===== src/rtl/cache_mem_ctrl.sv =====
// Cache line initiator for the block-memory port: optional writeback, then refill.
// Accept-to-ram_en 1 cycle, response 1 cycle after ram_rdy; req_ready low until the response retires.
module cache_mem_ctrl #(
    parameter int TIMEOUT = 64
) (
    input  logic         clk,
    input  logic         rst,
    input  logic         req_valid_i,
    output logic         req_ready_o,
    input  logic         req_rd_i,
    input  logic         req_wr_i,
    input  logic [10:0]  req_rd_addr_i,
    input  logic [10:0]  req_wr_addr_i,
    input  logic [255:0] req_wr_data_i,
    output logic         resp_valid_o,
    output logic         resp_err_o,
    output logic [255:0] resp_data_o,
    output logic         ram_en_o,
    output logic         ram_write_o,
    output logic [10:0]  ram_addr_o,
    output logic [255:0] data_to_ram_o,
    input  logic         ram_rdy_i,
    input  logic [255:0] block_out_i
);

    localparam int WDW = $clog2(TIMEOUT + 1);
    localparam logic [WDW-1:0] WD_LIMIT = WDW'(TIMEOUT);

    typedef enum logic [2:0] {
        S_IDLE,
        S_WB,
        S_GAP,
        S_RD,
        S_RESP
    } state_t;

    state_t         state_q;
    logic           req_ready_q;
    logic           resp_valid_q;
    logic           err_q;
    logic [255:0]   resp_data_q;
    logic           ram_en_q;
    logic           ram_write_q;
    logic [10:0]    ram_addr_q;
    logic [255:0]   data_to_ram_q;
    logic           rd_q;
    logic [10:0]    rd_addr_q;
    logic [WDW-1:0] wd_q;
    logic [WDW-1:0] wd_d;
    logic           rdy_ok;

    // A zero watchdog marks the first enabled cycle, where a stale ram_rdy must be ignored.
    always_comb begin
        wd_d   = wd_q + WDW'(1);
        rdy_ok = ram_rdy_i && (wd_q != '0);
    end

    always_ff @(posedge clk) begin
        if (rst) begin
            state_q       <= S_IDLE;
            req_ready_q   <= 1'b1;
            resp_valid_q  <= 1'b0;
            err_q         <= 1'b0;
            resp_data_q   <= '0;
            ram_en_q      <= 1'b0;
            ram_write_q   <= 1'b0;
            ram_addr_q    <= '0;
            data_to_ram_q <= '0;
            rd_q          <= 1'b0;
            rd_addr_q     <= '0;
            wd_q          <= '0;
        end else begin
            case (state_q)
                S_IDLE: begin
                    if (req_valid_i) begin
                        err_q     <= 1'b0;
                        rd_q      <= req_rd_i;
                        rd_addr_q <= req_rd_addr_i;
                        wd_q      <= '0;
                        if (req_wr_i) begin
                            state_q       <= S_WB;
                            req_ready_q   <= 1'b0;
                            ram_en_q      <= 1'b1;
                            ram_write_q   <= 1'b1;
                            ram_addr_q    <= req_wr_addr_i;
                            data_to_ram_q <= req_wr_data_i;
                        end else if (req_rd_i) begin
                            state_q     <= S_RD;
                            req_ready_q <= 1'b0;
                            ram_en_q    <= 1'b1;
                            ram_write_q <= 1'b0;
                            ram_addr_q  <= req_rd_addr_i;
                        end
                    end
                end
                S_WB, S_RD: begin
                    wd_q <= wd_d;
                    // ram_rdy takes priority over an expiring watchdog in the same cycle.
                    if (rdy_ok) begin
                        ram_en_q <= 1'b0;
                        if (state_q == S_RD) begin
                            resp_data_q <= block_out_i;
                        end
                        if (state_q == S_WB && rd_q) begin
                            state_q <= S_GAP;
                        end else begin
                            state_q      <= S_RESP;
                            resp_valid_q <= 1'b1;
                        end
                    end else if (wd_d == WD_LIMIT) begin
                        ram_en_q     <= 1'b0;
                        err_q        <= 1'b1;
                        resp_valid_q <= 1'b1;
                        state_q      <= S_RESP;
                    end
                end
                S_GAP: begin
                    state_q     <= S_RD;
                    ram_en_q    <= 1'b1;
                    ram_write_q <= 1'b0;
                    ram_addr_q  <= rd_addr_q;
                    wd_q        <= '0;
                end
                S_RESP: begin
                    resp_valid_q <= 1'b0;
                    req_ready_q  <= 1'b1;
                    state_q      <= S_IDLE;
                end
                default: begin
                    state_q      <= S_IDLE;
                    req_ready_q  <= 1'b1;
                    resp_valid_q <= 1'b0;
                    ram_en_q     <= 1'b0;
                end
            endcase
        end
    end

    assign req_ready_o   = req_ready_q;
    assign resp_valid_o  = resp_valid_q;
    assign resp_err_o    = err_q;
    assign resp_data_o   = resp_data_q;
    assign ram_en_o      = ram_en_q;
    assign ram_write_o   = ram_write_q;
    assign ram_addr_o    = ram_addr_q;
    assign data_to_ram_o = data_to_ram_q;

endmodule

===== config.mk =====
export PLATFORM = sky130hd
export DESIGN_NAME = cache_mem_ctrl
export DESIGN_NICKNAME = d
export VERILOG_FILES = /design/src/rtl/cache_mem_ctrl.sv
export SDC_FILE = /design/constraint.sdc
export NUM_CORES = 1
export LEC_CHECK = 0
export ABC_AREA = 1
export BUFFER_PORTS_ARGS = -buffer_cell sky130_fd_sc_hd__buf_2
export CAP_MARGIN = 20
export CORE_AREA = 2 2 412 414
export CTS_BUF_LIST = sky130_fd_sc_hd__clkbuf_2
export CTS_CLUSTER_DIAMETER = 80
export DETAILED_ROUTE_END_ITERATION = 10
export DIE_AREA = 0 0 414 416
export PLACE_DENSITY = 0.38
export REMOVE_ABC_BUFFERS = 1
export SLEW_MARGIN = 5
export SYNTH_ARGS = -nofsm -noshare
export SYNTH_HDL_FRONTEND = slang
export SYNTH_SLANG_ARGS = --single-unit

===== constraint.sdc =====
create_clock -name clk -period 2.1 [get_ports clk]
set_clock_uncertainty 0.05 [all_clocks]
set_input_delay 0.315 -clock clk [delete_from_list [all_inputs] [get_ports clk]]
set_output_delay 0.315 -clock clk [all_outputs]
set_load 0.005 [all_outputs]

==> results of run 1 <==
[cells in the mapped netlist, types with 2 or more instances]
master and number:
a31oi_1 11, a21oi_1 528, nor2_1 33, ha_1 2, nand4_1 2, clkbuf_1 107, clkbuf_2 14, buf_1 2
inv_1 270, o21bai_1 2, nand2_1 311, buf_6 23, nand2_2 2, nand3_1 267, dfxtp_1 550, nor3_2 2
o21ai_1 58, buf_2 57, o21ai_0 226, mux2_2 11, inv_2 5, buf_4 7
[kinds of logic after synthesis]
group / after synthesis / share of synthesized area, %
compound gates: 826 / 20.62
fa+ha+maj: 2 / 0.1242
buf+inv: 485 / 10.46
flops: 550 / 54.65
mux: 11 / 0.6148
simple gates: 623 / 13.53
[stage by stage]
stage	TNS, ns	worst slack (ns)	util, %	hold slack, ns	cells
floorplan	-2982.47	-6.254	-	0.3341	2287
global placement	0	0.08504	16.81	0.3766	5665
detailed placement	0	0.09258	16.81	0.3808	5665
==> impl_metrics.py, run 1 <==
metrics = {
    "synthesis": {
        "syn_inst": 2497,
        "seq_area_frac_synth_pct": 54.65,
        "ys_ff_latch": 550,
        "ys.flop_type": "dfxtp_1",
        "yosysTopAreaCellShare_pct": 54.65,
        "synth_edf_count": 0,
        "synth.cell_area_sq_mm": 0.02015,
        "synthArstFlopShare_pct": 0,
        "syn_area_per_cell_sq_um": 8.069,
        "synth.distinct_cells": 29,
        "yosys_warnings": 0,
        "yosys.area.top_type": "dfxtp_1",
        "synth_area_leaders": "dfxtp_1 55%, a21oi_1 13%, nand3_1 6.6%",
    },
    "run_status": {
        "stop_error": "[ERROR RSZ-0060] Max buffer count reached.",
        "haltStage": "4_1_cts",
        "outcome": "stopped before the end",
    },
    "clocking": {
        "cts_hold_buf": 1188,
        "ctsResizeCount": 982,
        "post_cts_buffers": 11,
        "cts_sinks": 550,
        "cts_made_buffers": 169,
        "clockBufferDepth": 3,
        "htreeDepth": 4,
        "clockRootBuffer": "clkbuf_2",
    },
    "floorplanning": {
        "io_pins": 1068,
        "rows": 151,
        "initial_core_util_pct": 11.98,
        "die_h_um": 416,
        "die_w_um": 414,
    },
    "place": {
        "gp_congestion": 0.8469,
        "place_area_sq_mm": 0.02826,
        "dpl.hpwl_mm": 83.63,
        "placement.io_buffers": 1067,
    },
}
==> inputs of run 2 (changes only) <==
--- a/config.mk
+++ b/config.mk
@@ -8,12 +8,10 @@
 export ABC_AREA = 1
 export BUFFER_PORTS_ARGS = -buffer_cell sky130_fd_sc_hd__buf_2
 export CAP_MARGIN = 20
-export CORE_AREA = 2 2 412 414
-export CTS_BUF_LIST = sky130_fd_sc_hd__clkbuf_2
-export CTS_CLUSTER_DIAMETER = 80
+export CORE_AREA = 2 2 421 423
 export DETAILED_ROUTE_END_ITERATION = 10
-export DIE_AREA = 0 0 414 416
-export PLACE_DENSITY = 0.38
+export DIE_AREA = 0 0 423 425
+export PLACE_DENSITY_LB_ADDON = 0.15
 export REMOVE_ABC_BUFFERS = 1
 export SLEW_MARGIN = 5
 export SYNTH_ARGS = -nofsm -noshare
==> impl_metrics.py, run 2 <==
metrics = {
    "run_status": {
        "outcome": "completed",
    },
    "routing": {
        "wirelength_mm": 105.9,
        "detail-route-antenna-nets": 0,
        "detail_route.wl_per_cell_um": 16.38,
        "vias": 22770,
        "post-route-drc-count": 0,
        "via_per_inst": 3.523,
        "drtIter0Drc": 792,
        "firstDrtPassIters": 5,
    },
    "clocking": {
        "cts_sinks": 550,
        "tritoncts": "built",
        "clockRootBuffer": "clkbuf_16",
        "cts_made_buffers": 74,
        "htreeDepth": 3,
        "clk_pin_slew_worst_paths_ns": 0.06,
        "insertion_delay_ns": 0.67,
        "clockBufferDepth": 3,
    },
    "synthesis": {
        "synth.distinct_cells": 29,
        "yosys_warnings": 0,
        "synth.cell_area_sq_mm": 0.02015,
        "yosysTopAreaCellShare_pct": 54.65,
        "synthArstFlopShare_pct": 0,
        "synth_area_leaders": "dfxtp_1 55%, a21oi_1 13%, nand3_1 6.6%",
        "seq_area_frac_synth_pct": 54.65,
        "synth_edf_count": 0,
        "netlist_top_cells_count": "550 x dfxtp_1, 528 x a21oi_1, 311 x nand2_1",
        "syn_area_per_cell_sq_um": 8.069,
        "syn_inst": 2497,
        "ys.flop_type": "dfxtp_1",
        "synth_most_common_cell": "dfxtp_1",
        "yosys.area.top_type": "dfxtp_1",
        "ys_ff_latch": 550,
    },
    "job": {
        "cap_violations": 0,
    },
    "place": {
        "dp_cells": 5792,
        "placement.io_buffers": 1067,
        "place_area_sq_mm": 0.02849,
        "dpl.hpwl_mm": 77.99,
        "place_ws_ns": 0.1148,
        "gp_congestion": 0.7756,
    },
    "floorplanning": {
        "initial_core_util_pct": 11.49,
        "core_sq_mm": 0.1753,
        "dieArea_sq_mm": 0.1798,
        "die_h_um": 425,
        "io_pins": 1068,
        "die_w_um": 423,
        "rows": 154,
    },
    "worst_setup_path": {
        "critical_path_arrival_ns": 2.42,
        "cp-startpoint": "wd_q[1]$_SDFFE_PP0P_",
        "path_depth": 9,
        "required_ns": 2.60,
        "reg2reg_depth": 9,
        "path_cells": "inv_1 > ha_1 > nand3_2 > nand4_4 > buf_12 > buf_16 > buf_12 > o21ai_0 > a21oi_1",
        "cp_slowest_stage_delay_ns": 0.41,
        "crit_fanout": 40,
        "setup.worst_path.class": "reg -> reg",
        "critPathTopFamily": "buffers and inverters",
        "path_common_cell": "buf_12",
        "r2r-start": "wd_q[1]$_SDFFE_PP0P_",
        "worstPathBufferInverterCount": 4,
        "crit_end": "resp_data_o[91]$_SDFFE_PP0P_",
        "crit_path_end_kind": "flip-flop",
        "start_kind": "flip-flop",
        "cp_slowest_cell": "dfxtp_1",
        "reg2reg_slack_ns": 0.17,
        "timing.rr.end": "resp_data_o[91]$_SDFFE_PP0P_",
    },
    "cells_and_area": {
        "nets": 4607,
        "fin_area_sq_mm": 0.03632,
        "fillers": 19940,
        "final_cell_mix": "1,065 x buf_2, 549 x dfxtp_1, 535 x dlygate4sd3_1",
        "drive_gt1_share_pct": 31.63,
        "synthToLayoutAreaGrowth_pct": 80.26,
        "final_common_cell": "buf_2",
        "instances_no_fill": 6464,
    },
    "global_route": {
        "antenna_found_initial": 10,
        "grt-ovfl-total": 0,
        "grt_max_degree": 90,
        "grt_pass1_vias": 23250,
        "grt_use_total_pct": 11.18,
        "grt_pass1_wl_mm": 152.0,
    },
    "timing": {
        "period_needed_ns": 1.926,
        "max_slew_margin_pct": 56.82,
        "finalWorstSetupSlack_ns": 0.1737,
        "worst_pin_slew_ns": 0.6477,
        "maxSlewViolCount": 0,
        "timing.final.crit_share_pct": 91.73,
        "finalSetupViolCount": 0,
        "tns_ns": 0,
        "fmax_ghz": 0.5191,
        "rsz0062_at_grt": "false",
        "timing_hold_violations_final": 0,
    },
    "power": {
        "power_mw": 31.74,
        "p_per_area_mw_per_mm2": 873.9,
        "p_leak_nw": 15.43,
        "max-vdd-ir-drop_mv": 0.4787,
    },
    "min_path": {
        "hp-class": "in -> reg",
    },
}
-- run 2: cell counts after synthesis --
No cell type changed its count.
-- run 2: layout make-up --
class,instances,area (sq um),share of cell area [%]
Tap cell,2340,2928,8.061
Clock inverter,13,131.4,0.3617
Timing Repair Buffer,1702,11880,32.70
Clock buffer,117,2266,6.239
Multi-Input combinational cell,1462,7052,19.42
Inverter,275,1040,2.863
Sequential cell,550,11010,30.32
Antenna cell,5,12.51,0.03445
-- run 2: kinds of logic after synthesis --
kind of cell    share of synthesized area, %
mux                                   0.6148
buf+inv                                10.46
fa+ha+maj                             0.1242
compound gates                         20.62
simple gates                           13.53
flops                                  54.65
-- run 2: power breakdown --
| group | leakage [nW] | internal (mW) | switching [mW] |
|---|---|---|---|
| clock | 1.18 | 7.51 | 5.19 |
| sequential | 4.46 | 11.4 | 0.495 |
| combinational | 9.79 | 3.06 | 4.08 |
| total | 15.4 | 22.0 | 9.77 |
-- run 2: worst min-delay path, delay by kind of cell --
family / cells / cell delay, ns
compound gates: 2 / 0.18
buf+inv: 2 / 0.24
-- run 2: through the flow --
stage	util, %	hold slack (ns)
after floorplan	-	0.3341
after global placement	16.25	0.3785
after detailed placement	16.25	0.3820
after CTS	20.67	0.004678
after global routing	20.71	0.06997
final	20.71	0.06576
-- run 2: routing by layer --
layer	up-vias	share of wire, %	global-route usage (%)
li1	11420	-	-
met4	2	3.9	5.125
met5	-	0.012	0
met1	10410	39	12.10
met3	172	7.5	3.626
met2	765	50	19.75
-- run 2: worst min path at each step --
| stage | startpoint | slack (ns) | depth (start not counted) | endpoint |
|---|---|---|---|---|
| floorplan | rst | 0.33 | 1 | data_to_ram_o[0]$_SDFFE_PP0P_ |
| CTS | block_out_i[51] | 0.005 | 4 | resp_data_o[51]$_SDFFE_PP0P_ |
| global placement | resp_data_o[104]$_SDFFE_PP0P_ | 0.38 | 2 | resp_data_o[104]$_SDFFE_PP0P_ |
| detailed placement | resp_data_o[252]$_SDFFE_PP0P_ | 0.38 | 2 | resp_data_o[252]$_SDFFE_PP0P_ |
| finish | block_out_i[51] | 0.07 | 4 | resp_data_o[51]$_SDFFE_PP0P_ |
| global route | req_wr_addr_i[2] | 0.07 | 4 | ram_addr_o[2]$_SDFFE_PP0P_ |
-- run 2: timing repair --
action	in CTS	in global routing
setup endpoints to repair	0	32
setup buffers	0	0
resized for setup	0	5
endpoints found under the hold margin	533	0
hold buffers	535	0
No activity file was read; power rests on OpenSTA's default activity.
==> inputs of run 3 (changes only) <==
--- a/config.mk
+++ b/config.mk
@@ -9,6 +9,7 @@
 export BUFFER_PORTS_ARGS = -buffer_cell sky130_fd_sc_hd__buf_2
 export CAP_MARGIN = 20
 export CORE_AREA = 2 2 421 423
+export CTS_BUF_LIST = sky130_fd_sc_hd__clkbuf_4 sky130_fd_sc_hd__clkbuf_8
 export DETAILED_ROUTE_END_ITERATION = 10
 export DIE_AREA = 0 0 423 425
 export PLACE_DENSITY_LB_ADDON = 0.15
==> constraint.sdc (replaced) <==
create_clock -name clk -period 1.7 [get_ports clk]
set_clock_uncertainty 0.05 [all_clocks]
set_input_delay 0.255 -clock clk [delete_from_list [all_inputs] [get_ports clk]]
set_output_delay 0.255 -clock clk [all_outputs]
set_load 0.005 [all_outputs]
==> impl_metrics.py, run 3 (synthesized netlist as in run 2, its figures left out) <==
metrics = {
    "run_status": {
        "outcome": "finished with violations",
        "failed_checks": "negative setup slack",
    },
    "place": {
        "place_ws_ns": -0.2403,
        "gp_congestion": 0.8007,
        "placement.io_buffers": 1067,
        "dpl.hpwl_mm": 79.56,
    },
    "worst_setup_path": {
        "crit_path_end_kind": "flip-flop",
        "cp_slowest_stage_delay_ns": 0.38,
        "r2r-start": "wd_q[0]$_SDFFE_PP0P_",
        "reg2reg_slack_ns": -0.05,
        "start_kind": "flip-flop",
        "required_ns": 2.37,
        "crit_end": "resp_data_o[98]$_SDFFE_PP0P_",
        "critPathTopFamily": "buffers and inverters",
        "timing.rr.end": "resp_data_o[98]$_SDFFE_PP0P_",
        "path_common_cell": "buf_12",
        "setup.worst_path.class": "reg -> reg",
        "path_depth": 10,
        "worstPathBufferInverterCount": 5,
        "path_cells": "inv_4 > ha_4 > nand3_4 > nand4_4 > buf_12 > buf_16 > buf_12 > buf_12 > o21ai_2 > a21oi_2",
        "critical_path_arrival_ns": 2.42,
        "cp-startpoint": "wd_q[0]$_SDFFE_PP0P_",
        "cp_slowest_cell": "dfxtp_4",
        "crit_fanout": 7,
        "reg2reg_depth": 10,
    },
    "timing": {
        "finalSetupViolCount": 75,
        "max_slew_margin_pct": 62.61,
        "tns_ns": -1.048,
        "period_needed_ns": 1.751,
        "timing_hold_violations_final": 0,
        "finalWorstSetupSlack_ns": -0.05137,
        "whs_ns": 0.1270,
        "fmax_ghz": 0.5710,
        "worst_pin_slew_ns": 0.5608,
        "rsz0062_at_grt": "true",
        "maxSlewViolCount": 0,
        "timing.final.crit_share_pct": 103.0,
    },
    "routing": {
        "drtIter0Drc": 673,
        "detail_route.wl_per_cell_um": 17.64,
        "detail-route-antenna-nets": 0,
        "wirelength_mm": 119.3,
        "vias": 24680,
        "via_per_inst": 3.648,
        "firstDrtPassIters": 4,
        "post-route-drc-count": 0,
    },
    "power": {
        "p_per_area_mw_per_mm2": 982.6,
        "power_mw": 44.39,
        "max-vdd-ir-drop_mv": 0.6023,
        "p_leak_nw": 18.41,
    },
    "global_route": {
        "grt_pass1_vias": 24750,
        "grt-ovfl-total": 0,
        "grt_use_total_pct": 11.73,
        "antenna_found_initial": 7,
        "grt_max_degree": 59,
        "grt_pass1_wl_mm": 160.6,
    },
    "cells_and_area": {
        "nets": 4878,
        "drive_gt1_share_pct": 58.30,
        "fillers": 19120,
        "synthToLayoutAreaGrowth_pct": 124.2,
        "multi_input_comb_area_sq_mm": 0.009288,
        "finish.utilization_pct": 25.76,
        "final_common_cell": "buf_2",
        "regArea_sq_mm": 0.01166,
        "final_cell_mix": "726 x buf_2, 542 x dlygate4sd3_1, 457 x dfxtp_2",
    },
    "floorplanning": {
        "die_w_um": 423,
        "dieArea_sq_mm": 0.1798,
        "die_h_um": 425,
        "rows": 154,
        "core_sq_mm": 0.1753,
        "initial_core_util_pct": 11.49,
        "io_pins": 1068,
    },
    "clocking": {
        "tritoncts": "built",
        "htreeDepth": 3,
        "insertion_delay_ns": 0.84,
        "cts_sinks": 550,
        "cts_made_buffers": 110,
        "clk_pin_slew_worst_paths_ns": 0.06,
        "clockBufferDepth": 3,
        "clockRootBuffer": "clkbuf_8",
    },
    "job": {
        "cap_violations": 0,
    },
    "min_path": {
        "hp-class": "in -> reg",
        "holdPathStages": 4,
    },
}
-- run 3: changes by cell type in the layout (fill, tap and decap cells not counted), moves of 48 or more --
cell,previous run,this run
o21ai_2,0,152
buf_4,69,117
a21oi_2,0,175
buf_6,0,381
clkbuf_8,22,142
nand2_1,311,244
a21oi_1,528,349
dfxtp_1,549,71
nand3_1,267,214
o21ai_0,224,28
buf_2,1065,726
dfxtp_2,1,457
-- run 3: timing repair --
action                                  in CTS  in global routing
hold endpoints to repair                   549                  0
pin swaps                                   29                120
cloned                                      25                 57
hold buffers                               542                  0
buffers inserted                            45                 62
gates resized for setup                    519               1307
endpoints found under the setup margin     787                972
-- run 3: worst min path at each step --
| stage | slack (ns) | to | from |
|---|---|---|---|
| after floorplan | 0.27 | data_to_ram_o[0]$_SDFFE_PP0P_ | rst |
| after global placement | 0.38 | resp_data_o[93]$_SDFFE_PP0P_ | resp_data_o[93]$_SDFFE_PP0P_ |
| after detailed placement | 0.38 | resp_data_o[253]$_SDFFE_PP0P_ | resp_data_o[253]$_SDFFE_PP0P_ |
| after CTS | 0.002 | data_to_ram_o[195]$_SDFFE_PP0P_ | req_wr_data_i[195] |
| after global routing | 0.03 | data_to_ram_o[159]$_SDFFE_PP0P_ | req_wr_data_i[159] |
| final | 0.13 | data_to_ram_o[159]$_SDFFE_PP0P_ | req_wr_data_i[159] |
-- run 3: worst register-to-register path, stage by stage (launching register included) --
cell and delay (ns):
dfxtp_4 0.38, inv_4 0.04, ha_4 0.15, nand3_4 0.06, nand4_4 0.11, buf_12 0.20, buf_16 0.17, buf_12 0.15
buf_12 0.14, o21ai_2 0.13, a21oi_2 0.05
-- run 3: final cells by class --
type / instances / share of cell area (%)
Timing Repair Buffer: 1934 / 39.49
Sequential cell: 550 / 25.82
Multi-Input combinational cell: 1465 / 20.56
Tap cell: 2340 / 6.482
Clock buffer: 183 / 4.994
Inverter: 275 / 2.321
Clock inverter: 10 / 0.2742
Antenna cell: 10 / 0.05540
-- run 3: per-layer routing --
layer	share of wire [%]	wire [um]	global-route usage, %	vias up
met5	0	0	0	-
met2	52	61660	20.72	797
met4	3.8	4581	5.095	0
met3	7.0	8348	4.062	225
met1	38	44760	12.63	11650
li1	-	-	-	12010
-- run 3: power by group --
part           total (mW)  switching, mW  leakage (nW)  internal [mW]
clock                15.1           6.60          1.26           8.47
sequential           15.2          0.869          4.69           14.3
combinational        14.1           6.75          12.5           7.39
-- run 3: stage by stage --
step           instances  cell area, sq um
3_3_place_gp        5862             29210
4_1_cts             6666             39460
3_5_place_dp        5862             29210
6_report            6767             45170
5_1_grt             6767             45170
2_1_floorplan       2287             19070
